**config.mk**
```make
export PLATFORM = sky130hd
export DESIGN_NAME = alu_ctrl_decode_stage_flat
export DESIGN_NICKNAME = d
export VERILOG_FILES = /design/src/rtl/alu_decode_pkg.sv /design/src/rtl/alu_ctrl_decode_stage_if.sv /design/src/rtl/decode_skid_buf.sv /design/src/rtl/alu_ctrl_decode_stage.sv /design/src/flat_wrapper.sv
export SDC_FILE = /design/constraint.sdc
export NUM_CORES = 1
export LEC_CHECK = 0
export BUFFER_PORTS_ARGS = -buffer_cell sky130_fd_sc_hd__buf_2
export CAP_MARGIN = 25
export CORE_ASPECT_RATIO = 1.1
export CORE_UTILIZATION = 46
export DETAILED_ROUTE_END_ITERATION = 6
export PLACE_DENSITY = 0.68
export SKIP_CTS_REPAIR_TIMING = 1
export SYNTH_ARGS = -nofsm -noshare
export SYNTH_HDL_FRONTEND = slang
export SYNTH_SLANG_ARGS = --single-unit
```
**constraint.sdc**
```tcl
create_clock -name clk -period 3.8 [get_ports clk]
set_input_delay 0.38 -clock clk [delete_from_list [all_inputs] [get_ports clk]]
set_output_delay 0.38 -clock clk [all_outputs]
set_load 0.03 [all_outputs]
```
**src/rtl/alu_decode_pkg.sv**
```systemverilog
// Shared types and the RV32I decode function for the ALU decode stage.
// ILLEGAL_INSN_TRAP_EN adds an illegal flag to the decoded bundle.
package alu_decode_pkg;

  localparam int unsigned DataWidth    = 32;
  localparam int unsigned AluCtrlWidth = 4;

  typedef enum logic [AluCtrlWidth-1:0] {
    AluAdd  = 4'b0000,
    AluSll  = 4'b0001,
    AluSlt  = 4'b0010,
    AluSltu = 4'b0011,
    AluXor  = 4'b0100,
    AluSrl  = 4'b0101,
    AluOr   = 4'b0110,
    AluAnd  = 4'b0111,
    AluSub  = 4'b1000,
    AluSra  = 4'b1101
  } alu_ctrl_e;

  localparam logic [6:0] OpcOp     = 7'b0110011;
  localparam logic [6:0] OpcOpImm  = 7'b0010011;
  localparam logic [6:0] OpcLoad   = 7'b0000011;
  localparam logic [6:0] OpcStore  = 7'b0100011;
  localparam logic [6:0] OpcBranch = 7'b1100011;
  localparam logic [6:0] OpcJalr   = 7'b1100111;
  localparam logic [6:0] OpcJal    = 7'b1101111;
  localparam logic [6:0] OpcAuipc  = 7'b0010111;
  localparam logic [6:0] OpcLui    = 7'b0110111;

  typedef struct packed {
    logic [AluCtrlWidth-1:0] alu_ctrl;
    logic                    alu_src;
    logic                    alu_pc;
    logic [DataWidth-1:0]    imm_ext;
    logic [4:0]              rs1;
    logic [4:0]              rs2;
    logic [4:0]              rd;
    logic                    reg_write;
    logic                    mem_read;
    logic                    mem_write;
    logic                    branch;
    logic                    jump;
    logic [DataWidth-1:0]    pc;
`ifdef ILLEGAL_INSN_TRAP_EN
    logic                    illegal;
`endif
  } decoded_t;

  function automatic decoded_t decode(input logic [DataWidth-1:0] instr,
                                      input logic [DataWidth-1:0] pc);
    decoded_t   d;
    logic [6:0] f7;
    logic [2:0] f3;
    logic [DataWidth-1:0] imm_i, imm_s, imm_b, imm_u, imm_j;
`ifdef ILLEGAL_INSN_TRAP_EN
    logic illegal;
    illegal = 1'b0;
`endif
    d     = '0;
    d.pc  = pc;
    f7    = instr[31:25];
    f3    = instr[14:12];
    imm_i = {{20{instr[31]}}, instr[31:20]};
    imm_s = {{20{instr[31]}}, instr[31:25], instr[11:7]};
    imm_b = {{19{instr[31]}}, instr[31], instr[7], instr[30:25], instr[11:8], 1'b0};
    imm_u = {instr[31:12], 12'b0};
    imm_j = {{11{instr[31]}}, instr[31], instr[19:12], instr[20], instr[30:21], 1'b0};

    case (instr[6:0])
      OpcOp: begin
        d.alu_ctrl  = {f7[5], f3};
        d.rs1       = instr[19:15];
        d.rs2       = instr[24:20];
        d.rd        = instr[11:7];
        d.reg_write = 1'b1;
`ifdef ILLEGAL_INSN_TRAP_EN
        illegal = ((f7 != 7'b0000000) && (f7 != 7'b0100000)) ||
                  (f7[5] && (f3 != 3'b000) && (f3 != 3'b101));
`endif
      end
      OpcOpImm: begin
        // Only SRAI may carry f7[5]; addi's imm[10] must not turn into sub.
        d.alu_ctrl  = {(f3 == 3'b101) ? f7[5] : 1'b0, f3};
        d.imm_ext   = (f3 == 3'b001 || f3 == 3'b101) ? {27'b0, instr[24:20]} : imm_i;
        d.alu_src   = 1'b1;
        d.rs1       = instr[19:15];
        d.rd        = instr[11:7];
        d.reg_write = 1'b1;
      end
      OpcLoad: begin
        d.alu_ctrl  = AluAdd;
        d.imm_ext   = imm_i;
        d.alu_src   = 1'b1;
        d.rs1       = instr[19:15];
        d.rd        = instr[11:7];
        d.reg_write = 1'b1;
        d.mem_read  = 1'b1;
      end
      OpcStore: begin
        d.alu_ctrl  = AluAdd;
        d.imm_ext   = imm_s;
        d.alu_src   = 1'b1;
        d.rs1       = instr[19:15];
        d.rs2       = instr[24:20];
        d.mem_write = 1'b1;
      end
      OpcBranch: begin
        d.alu_ctrl = AluSub;
        d.imm_ext  = imm_b;
        d.rs1      = instr[19:15];
        d.rs2      = instr[24:20];
        d.branch   = 1'b1;
      end
      OpcJalr: begin
        d.alu_ctrl  = AluAdd;
        d.imm_ext   = imm_i;
        d.alu_src   = 1'b1;
        d.rs1       = instr[19:15];
        d.rd        = instr[11:7];
        d.reg_write = 1'b1;
        d.jump      = 1'b1;
      end
      OpcJal: begin
        d.alu_ctrl  = AluAdd;
        d.imm_ext   = imm_j;
        d.alu_src   = 1'b1;
        d.alu_pc    = 1'b1;
        d.rd        = instr[11:7];
        d.reg_write = 1'b1;
        d.jump      = 1'b1;
      end
      OpcAuipc: begin
        d.alu_ctrl  = AluAdd;
        d.imm_ext   = imm_u;
        d.alu_src   = 1'b1;
        d.alu_pc    = 1'b1;
        d.rd        = instr[11:7];
        d.reg_write = 1'b1;
      end
      OpcLui: begin
        d.alu_ctrl  = AluAdd;
        d.imm_ext   = imm_u;
        d.alu_src   = 1'b1;
        d.rd        = instr[11:7];
        d.reg_write = 1'b1;
      end
      default: begin
`ifdef ILLEGAL_INSN_TRAP_EN
        illegal = 1'b1;
`endif
      end
    endcase

    if (d.rd == 5'd0) d.reg_write = 1'b0;
`ifdef ILLEGAL_INSN_TRAP_EN
    if (illegal) begin
      d.reg_write = 1'b0;
      d.mem_read  = 1'b0;
      d.mem_write = 1'b0;
      d.branch    = 1'b0;
      d.jump      = 1'b0;
    end
    d.illegal = illegal;
`endif
    return d;
  endfunction

endpackage

```
**src/rtl/alu_ctrl_decode_stage_if.sv**
```systemverilog
// Fetch-side and execute-side signals of the ALU decode stage.
// ILLEGAL_INSN_TRAP_EN adds the illegal output.
interface alu_ctrl_decode_stage_if;
  import alu_decode_pkg::*;

  logic                    in_valid;
  logic                    in_ready;
  logic [DataWidth-1:0]    in_instr;
  logic [DataWidth-1:0]    in_pc;
  logic                    out_valid;
  logic                    out_ready;
  logic [AluCtrlWidth-1:0] ALUCtrl;
  logic                    alu_src;
  logic                    alu_pc;
  logic [DataWidth-1:0]    imm_ext;
  logic [4:0]              rs1;
  logic [4:0]              rs2;
  logic [4:0]              rd;
  logic                    reg_write;
  logic                    mem_read;
  logic                    mem_write;
  logic                    branch;
  logic                    jump;
  logic [DataWidth-1:0]    pc_out;
`ifdef ILLEGAL_INSN_TRAP_EN
  logic                    illegal;
`endif

  modport slave (
    input  in_valid, in_instr, in_pc, out_ready,
    output in_ready, out_valid, ALUCtrl, alu_src, alu_pc, imm_ext, rs1, rs2, rd,
           reg_write, mem_read, mem_write, branch, jump, pc_out
`ifdef ILLEGAL_INSN_TRAP_EN
  , output illegal
`endif
  );

  modport master (
    output in_valid, in_instr, in_pc, out_ready,
    input  in_ready, out_valid, ALUCtrl, alu_src, alu_pc, imm_ext, rs1, rs2, rd,
           reg_write, mem_read, mem_write, branch, jump, pc_out
`ifdef ILLEGAL_INSN_TRAP_EN
  , input illegal
`endif
  );
endinterface

```
**src/rtl/decode_skid_buf.sv**
```systemverilog
// Two-entry skid buffer of decoded bundles with synchronous flush.
module decode_skid_buf
  import alu_decode_pkg::*;
(
  input  logic     clk_i,
  input  logic     rst_ni,
  input  logic     flush_i,
  input  logic     in_valid_i,
  output logic     in_ready_o,
  input  decoded_t in_data_i,
  output logic     out_valid_o,
  input  logic     out_ready_i,
  output decoded_t out_data_o
);

  decoded_t main_q, main_d, skid_q, skid_d;
  logic     main_vld_q, main_vld_d, skid_vld_q, skid_vld_d;
  logic     push, pop;

  assign push = in_valid_i && in_ready_o;
  assign pop  = main_vld_q && out_ready_i;

  always_comb begin
    main_d     = main_q;
    skid_d     = skid_q;
    main_vld_d = main_vld_q;
    skid_vld_d = skid_vld_q;
    if (flush_i) begin
      main_vld_d = 1'b0;
      skid_vld_d = 1'b0;
    end else if (pop) begin
      // Skid is older than any new input, so it refills main first.
      if (skid_vld_q) begin
        main_d     = skid_q;
        skid_vld_d = 1'b0;
      end else begin
        main_d     = in_data_i;
        main_vld_d = push;
      end
    end else if (push) begin
      if (main_vld_q) begin
        skid_d     = in_data_i;
        skid_vld_d = 1'b1;
      end else begin
        main_d     = in_data_i;
        main_vld_d = 1'b1;
      end
    end
  end

  always_ff @(posedge clk_i) begin
    if (!rst_ni) begin
      main_q     <= '0;
      skid_q     <= '0;
      main_vld_q <= 1'b0;
      skid_vld_q <= 1'b0;
    end else begin
      main_q     <= main_d;
      skid_q     <= skid_d;
      main_vld_q <= main_vld_d;
      skid_vld_q <= skid_vld_d;
    end
  end

  assign in_ready_o  = !skid_vld_q;
  assign out_valid_o = main_vld_q;
  assign out_data_o  = main_vld_q ? main_q : '0;

endmodule

```
**src/rtl/alu_ctrl_decode_stage.sv**
```systemverilog
// Registered RV32I decode stage producing ALUCtrl, immediate and control bits.
// ILLEGAL_INSN_TRAP_EN enables the illegal-instruction flag.
module alu_ctrl_decode_stage
  import alu_decode_pkg::*;
(
  input  logic                    clk,
  input  logic                    rst_n,
  input  logic                    flush,
  alu_ctrl_decode_stage_if.slave  dif
);

  decoded_t dec, bundle;

  assign dec = decode(dif.in_instr, dif.in_pc);

  decode_skid_buf u_skid_buf (
    .clk_i       (clk),
    .rst_ni      (rst_n),
    .flush_i     (flush),
    .in_valid_i  (dif.in_valid),
    .in_ready_o  (dif.in_ready),
    .in_data_i   (dec),
    .out_valid_o (dif.out_valid),
    .out_ready_i (dif.out_ready),
    .out_data_o  (bundle)
  );

  assign dif.ALUCtrl   = bundle.alu_ctrl;
  assign dif.alu_src   = bundle.alu_src;
  assign dif.alu_pc    = bundle.alu_pc;
  assign dif.imm_ext   = bundle.imm_ext;
  assign dif.rs1       = bundle.rs1;
  assign dif.rs2       = bundle.rs2;
  assign dif.rd        = bundle.rd;
  assign dif.reg_write = bundle.reg_write;
  assign dif.mem_read  = bundle.mem_read;
  assign dif.mem_write = bundle.mem_write;
  assign dif.branch    = bundle.branch;
  assign dif.jump      = bundle.jump;
  assign dif.pc_out    = bundle.pc;
`ifdef ILLEGAL_INSN_TRAP_EN
  assign dif.illegal   = bundle.illegal;
`endif

endmodule

```
**src/flat_wrapper.sv**
```systemverilog
// flat-port wrapper written by rule: the top's interface ports become plain ports
module alu_ctrl_decode_stage_flat import alu_decode_pkg::*;
  (clk, rst_n, flush, dif_in_valid, dif_in_instr, dif_in_pc, dif_out_ready, dif_in_ready, dif_out_valid, dif_ALUCtrl, dif_alu_src, dif_alu_pc, dif_imm_ext, dif_rs1, dif_rs2, dif_rd, dif_reg_write, dif_mem_read, dif_mem_write, dif_branch, dif_jump, dif_pc_out);
  alu_ctrl_decode_stage_if dif_i ();
  input  logic clk;
  input  logic rst_n;
  input  logic flush;
  input wire logic [$bits(dif_i.in_valid)-1:0] dif_in_valid;
  input wire logic [$bits(dif_i.in_instr)-1:0] dif_in_instr;
  input wire logic [$bits(dif_i.in_pc)-1:0] dif_in_pc;
  input wire logic [$bits(dif_i.out_ready)-1:0] dif_out_ready;
  output wire logic [$bits(dif_i.in_ready)-1:0] dif_in_ready;
  output wire logic [$bits(dif_i.out_valid)-1:0] dif_out_valid;
  output wire logic [$bits(dif_i.ALUCtrl)-1:0] dif_ALUCtrl;
  output wire logic [$bits(dif_i.alu_src)-1:0] dif_alu_src;
  output wire logic [$bits(dif_i.alu_pc)-1:0] dif_alu_pc;
  output wire logic [$bits(dif_i.imm_ext)-1:0] dif_imm_ext;
  output wire logic [$bits(dif_i.rs1)-1:0] dif_rs1;
  output wire logic [$bits(dif_i.rs2)-1:0] dif_rs2;
  output wire logic [$bits(dif_i.rd)-1:0] dif_rd;
  output wire logic [$bits(dif_i.reg_write)-1:0] dif_reg_write;
  output wire logic [$bits(dif_i.mem_read)-1:0] dif_mem_read;
  output wire logic [$bits(dif_i.mem_write)-1:0] dif_mem_write;
  output wire logic [$bits(dif_i.branch)-1:0] dif_branch;
  output wire logic [$bits(dif_i.jump)-1:0] dif_jump;
  output wire logic [$bits(dif_i.pc_out)-1:0] dif_pc_out;
  assign dif_i.in_valid = dif_in_valid;
  assign dif_i.in_instr = dif_in_instr;
  assign dif_i.in_pc = dif_in_pc;
  assign dif_i.out_ready = dif_out_ready;
  assign dif_in_ready = dif_i.in_ready;
  assign dif_out_valid = dif_i.out_valid;
  assign dif_ALUCtrl = dif_i.ALUCtrl;
  assign dif_alu_src = dif_i.alu_src;
  assign dif_alu_pc = dif_i.alu_pc;
  assign dif_imm_ext = dif_i.imm_ext;
  assign dif_rs1 = dif_i.rs1;
  assign dif_rs2 = dif_i.rs2;
  assign dif_rd = dif_i.rd;
  assign dif_reg_write = dif_i.reg_write;
  assign dif_mem_read = dif_i.mem_read;
  assign dif_mem_write = dif_i.mem_write;
  assign dif_branch = dif_i.branch;
  assign dif_jump = dif_i.jump;
  assign dif_pc_out = dif_i.pc_out;
  alu_ctrl_decode_stage u_core (.clk(clk), .rst_n(rst_n), .flush(flush), .dif(dif_i));
endmodule
```
==> flow_summary.toml <==
[layout]
final_cell_mix = "nand2_1 (192), dfxtp_1 (181), buf_2 (159)"
fin_cells = 1380
antenna_cells = 0
drive_gt1_frac = 0.217
register_area_um2 = 3640
syn2layout_area_growth_pct = 17.0
nets = 1198
multiInputGateArea_um2 = 4460
fillers = 1710
final_common_cell = "nand2_1"

[grt]
antenna_found_initial = 0
grt_pass1_vias = 6978
grt_max_degree = 76
grt_pass1_wl_mm = 36.8
grt_usage = 0.243
grt_overflow = 0

[drt]
vias = 7758
drt-total-wl_mm = 22.9
routedWlPerCell_um = 16.6
drtIter0Drc = 540
vias_per_cell = 5.62
drtAntennaViolNets = 0
drt_pass1_iterations = 5
drc = 0

[sta]
post-route-min-period_ns = 2.54
finClkSkew_ns = 0.00935
hold_viol = 0
setup_violations = 0
period_share = 0.669
max_freq_ghz = 0.394
rsz0062_at_grt = "false"
tightest_slew_ns = 0.988
slew_headroom = 0.339
finalSetupTns_ns = 0
drv_slew = 0

[power]
p_per_area_nw_per_um2 = 427
leakagePower_nw = 4.31
ir_drop_mv = 0.332

[yosys]
syn_inst = 1028
synth_edf_count = 0
synth_flop_cell = "dfxtp_1"
syn_area_um2 = 8520
synth_nets = 1097
syn_area_per_cell_um2 = 8.28
synth.distinct_cells = 64
ys_seq_elements = 182
synthArstFlopShare = 0
yosysSeqAreaShare = 0.428
yosys_warnings = 0

[die]
die_area_um2 = 19100
fp.dieH_um = 145
rows = 51
initial_core_util = 0.475
die_x_um = 132
pin_count = 161
core_area_um2 = 17900

[outcome]
status = "complete, no violations"

[worst_setup_path]
cp-endpoint = "dif_ALUCtrl[2]"
required_ns = 3.42
cp-startpoint = "u_core.u_skid_buf.out_valid_o"
cp.arrival_ns = 2.16
r2r_end = "u_core.u_skid_buf.main_q[43]"
r2r_cells = 6
timing.rr.start = "u_core.u_skid_buf.out_valid_o"
crit_type = "register to output pin"
path_max_fanout = 68
critPathLaunchType = "register"
regToRegSetupSlack_ns = 1.39
crit_path_end_kind = "output pin"

[clock_tree]
clk_latency_ns = 0.43
htreeDepth = 4
clk_pin_slew_ns = 0.07
cts_root_buf = "clkbuf_16"
cts_buffers = 17
clk_path_buf_depth = 2
cts_tree = "done"
cts_sinks = 182

[place]
routabilityCongestion = 0.805
dp.cells = 1348
numPortBuffers = 160
hpwl_mm = 14.6

[hold_path]
hold_class = "input port to register"
worstHoldStart = "dif_in_instr[16]"

[job]
maxCapViolCount = 0
[critical path: stages (launching register included)]
cell,delay [ns]
dfxtp_2,0.65
buf_4,0.59
and2_1,0.25
buf_2,0.21
[state kept, by name (all words and copies together), names as in the netlist]
register / flops
u_core.u_skid_buf.out_valid_o: 1
u_core.u_skid_buf.skid_q: 90
u_core.u_skid_buf.skid_vld_q: 1
u_core.u_skid_buf.main_q: 90
[layout make-up]
type	instances	area share
Sequential cell	182	0.366
Clock inverter	11	0.0146
Tap cell	238	0.0299
Inverter	3	0.00113
Timing Repair Buffer	176	0.0927
Multi-Input combinational cell	749	0.448
Clock buffer	21	0.0482
[cells by family after synthesis]
group | count (synthesis) | share of synthesized area
DFF | 182 | 0.428
buffers and inverters | 97 | 0.0527
and+or+nand+nor | 444 | 0.262
AOI/OAI and AO/OA | 305 | 0.258
[routing by layer]
| metal | vias to the layer above | track usage | share of wire | routed length (um) |
|---|---|---|---|---|
| met5 | - | 0 | 0 | 0 |
| met3 | 28 | 0.0425 | 0.053 | 1210 |
| met4 | 0 | 0.0857 | 0.018 | 403 |
| met1 | 3670 | 0.325 | 0.47 | 10700 |
| met2 | 257 | 0.395 | 0.46 | 10600 |
| li1 | 3803 | - | - | - |
[cells in the mapped netlist (2+ instances only)]
library cell	number	area, um^2
nand2_1	192	721
dfxtp_1	182	3640
and2_1	92	576
nand3_1	64	320
a21oi_1	63	315
clkbuf_1	56	210
o21ai_0	56	280
a21boi_0	47	353
nor2_1	35	131
o211a_1	33	330
o211ai_1	31	233
buf_2	28	140
or3_1	21	131
a221oi_1	20	175
a22o_1	16	140
a21oi_2	13	114
buf_6	5	56.3
nor2b_1	5	31.3
a22oi_1	3	22.5
a31oi_1	3	18.8
buf_4	3	22.5
inv_1	3	11.3
nand2b_1	3	18.8
nand4_1	3	18.8
or4_1	3	22.5
and3_1	2	12.5
nor2_2	2	12.5
nor2_4	2	22.5
nor3_1	2	10.0
nor3_4	2	32.5
nor4_1	2	12.5
nor4_4	2	42.5
o2111a_1	2	22.5
or4_4	2	22.5
[report_power, final]
group,switching (mW),internal (mW)
logic,0.247,0.136
registers,0.0366,1.98
clock network,0.756,1.11
total,1.04,3.22
[through the flow]
stage	util	area (um^2)	power (mW)	hold WS [ns]	setup WS [ns]
after floorplan	-	8520	2.30	0.425	1.92
after global placement	0.521	9340	2.43	0.441	1.45
after detailed placement	0.521	9340	2.44	0.444	1.36
after CTS	0.556	9960	4.29	0.164	1.18
after global routing	0.556	9960	4.41	0.186	1.09
final	0.556	9960	4.26	0.191	1.26
[worst min-delay path by stage]
stage               cells past startpoint  slack (ns)                            to
floorplan                               2        0.42  u_core.u_skid_buf.skid_q[83]
global placement                        2        0.44  u_core.u_skid_buf.skid_q[83]
detailed placement                      2        0.44  u_core.u_skid_buf.skid_q[83]
CTS                                     2        0.16  u_core.u_skid_buf.skid_q[48]
global route                            2        0.19  u_core.u_skid_buf.skid_q[48]
finish                                  2        0.19  u_core.u_skid_buf.skid_q[48]
Note: power is estimated with default switching activity, not from simulation.
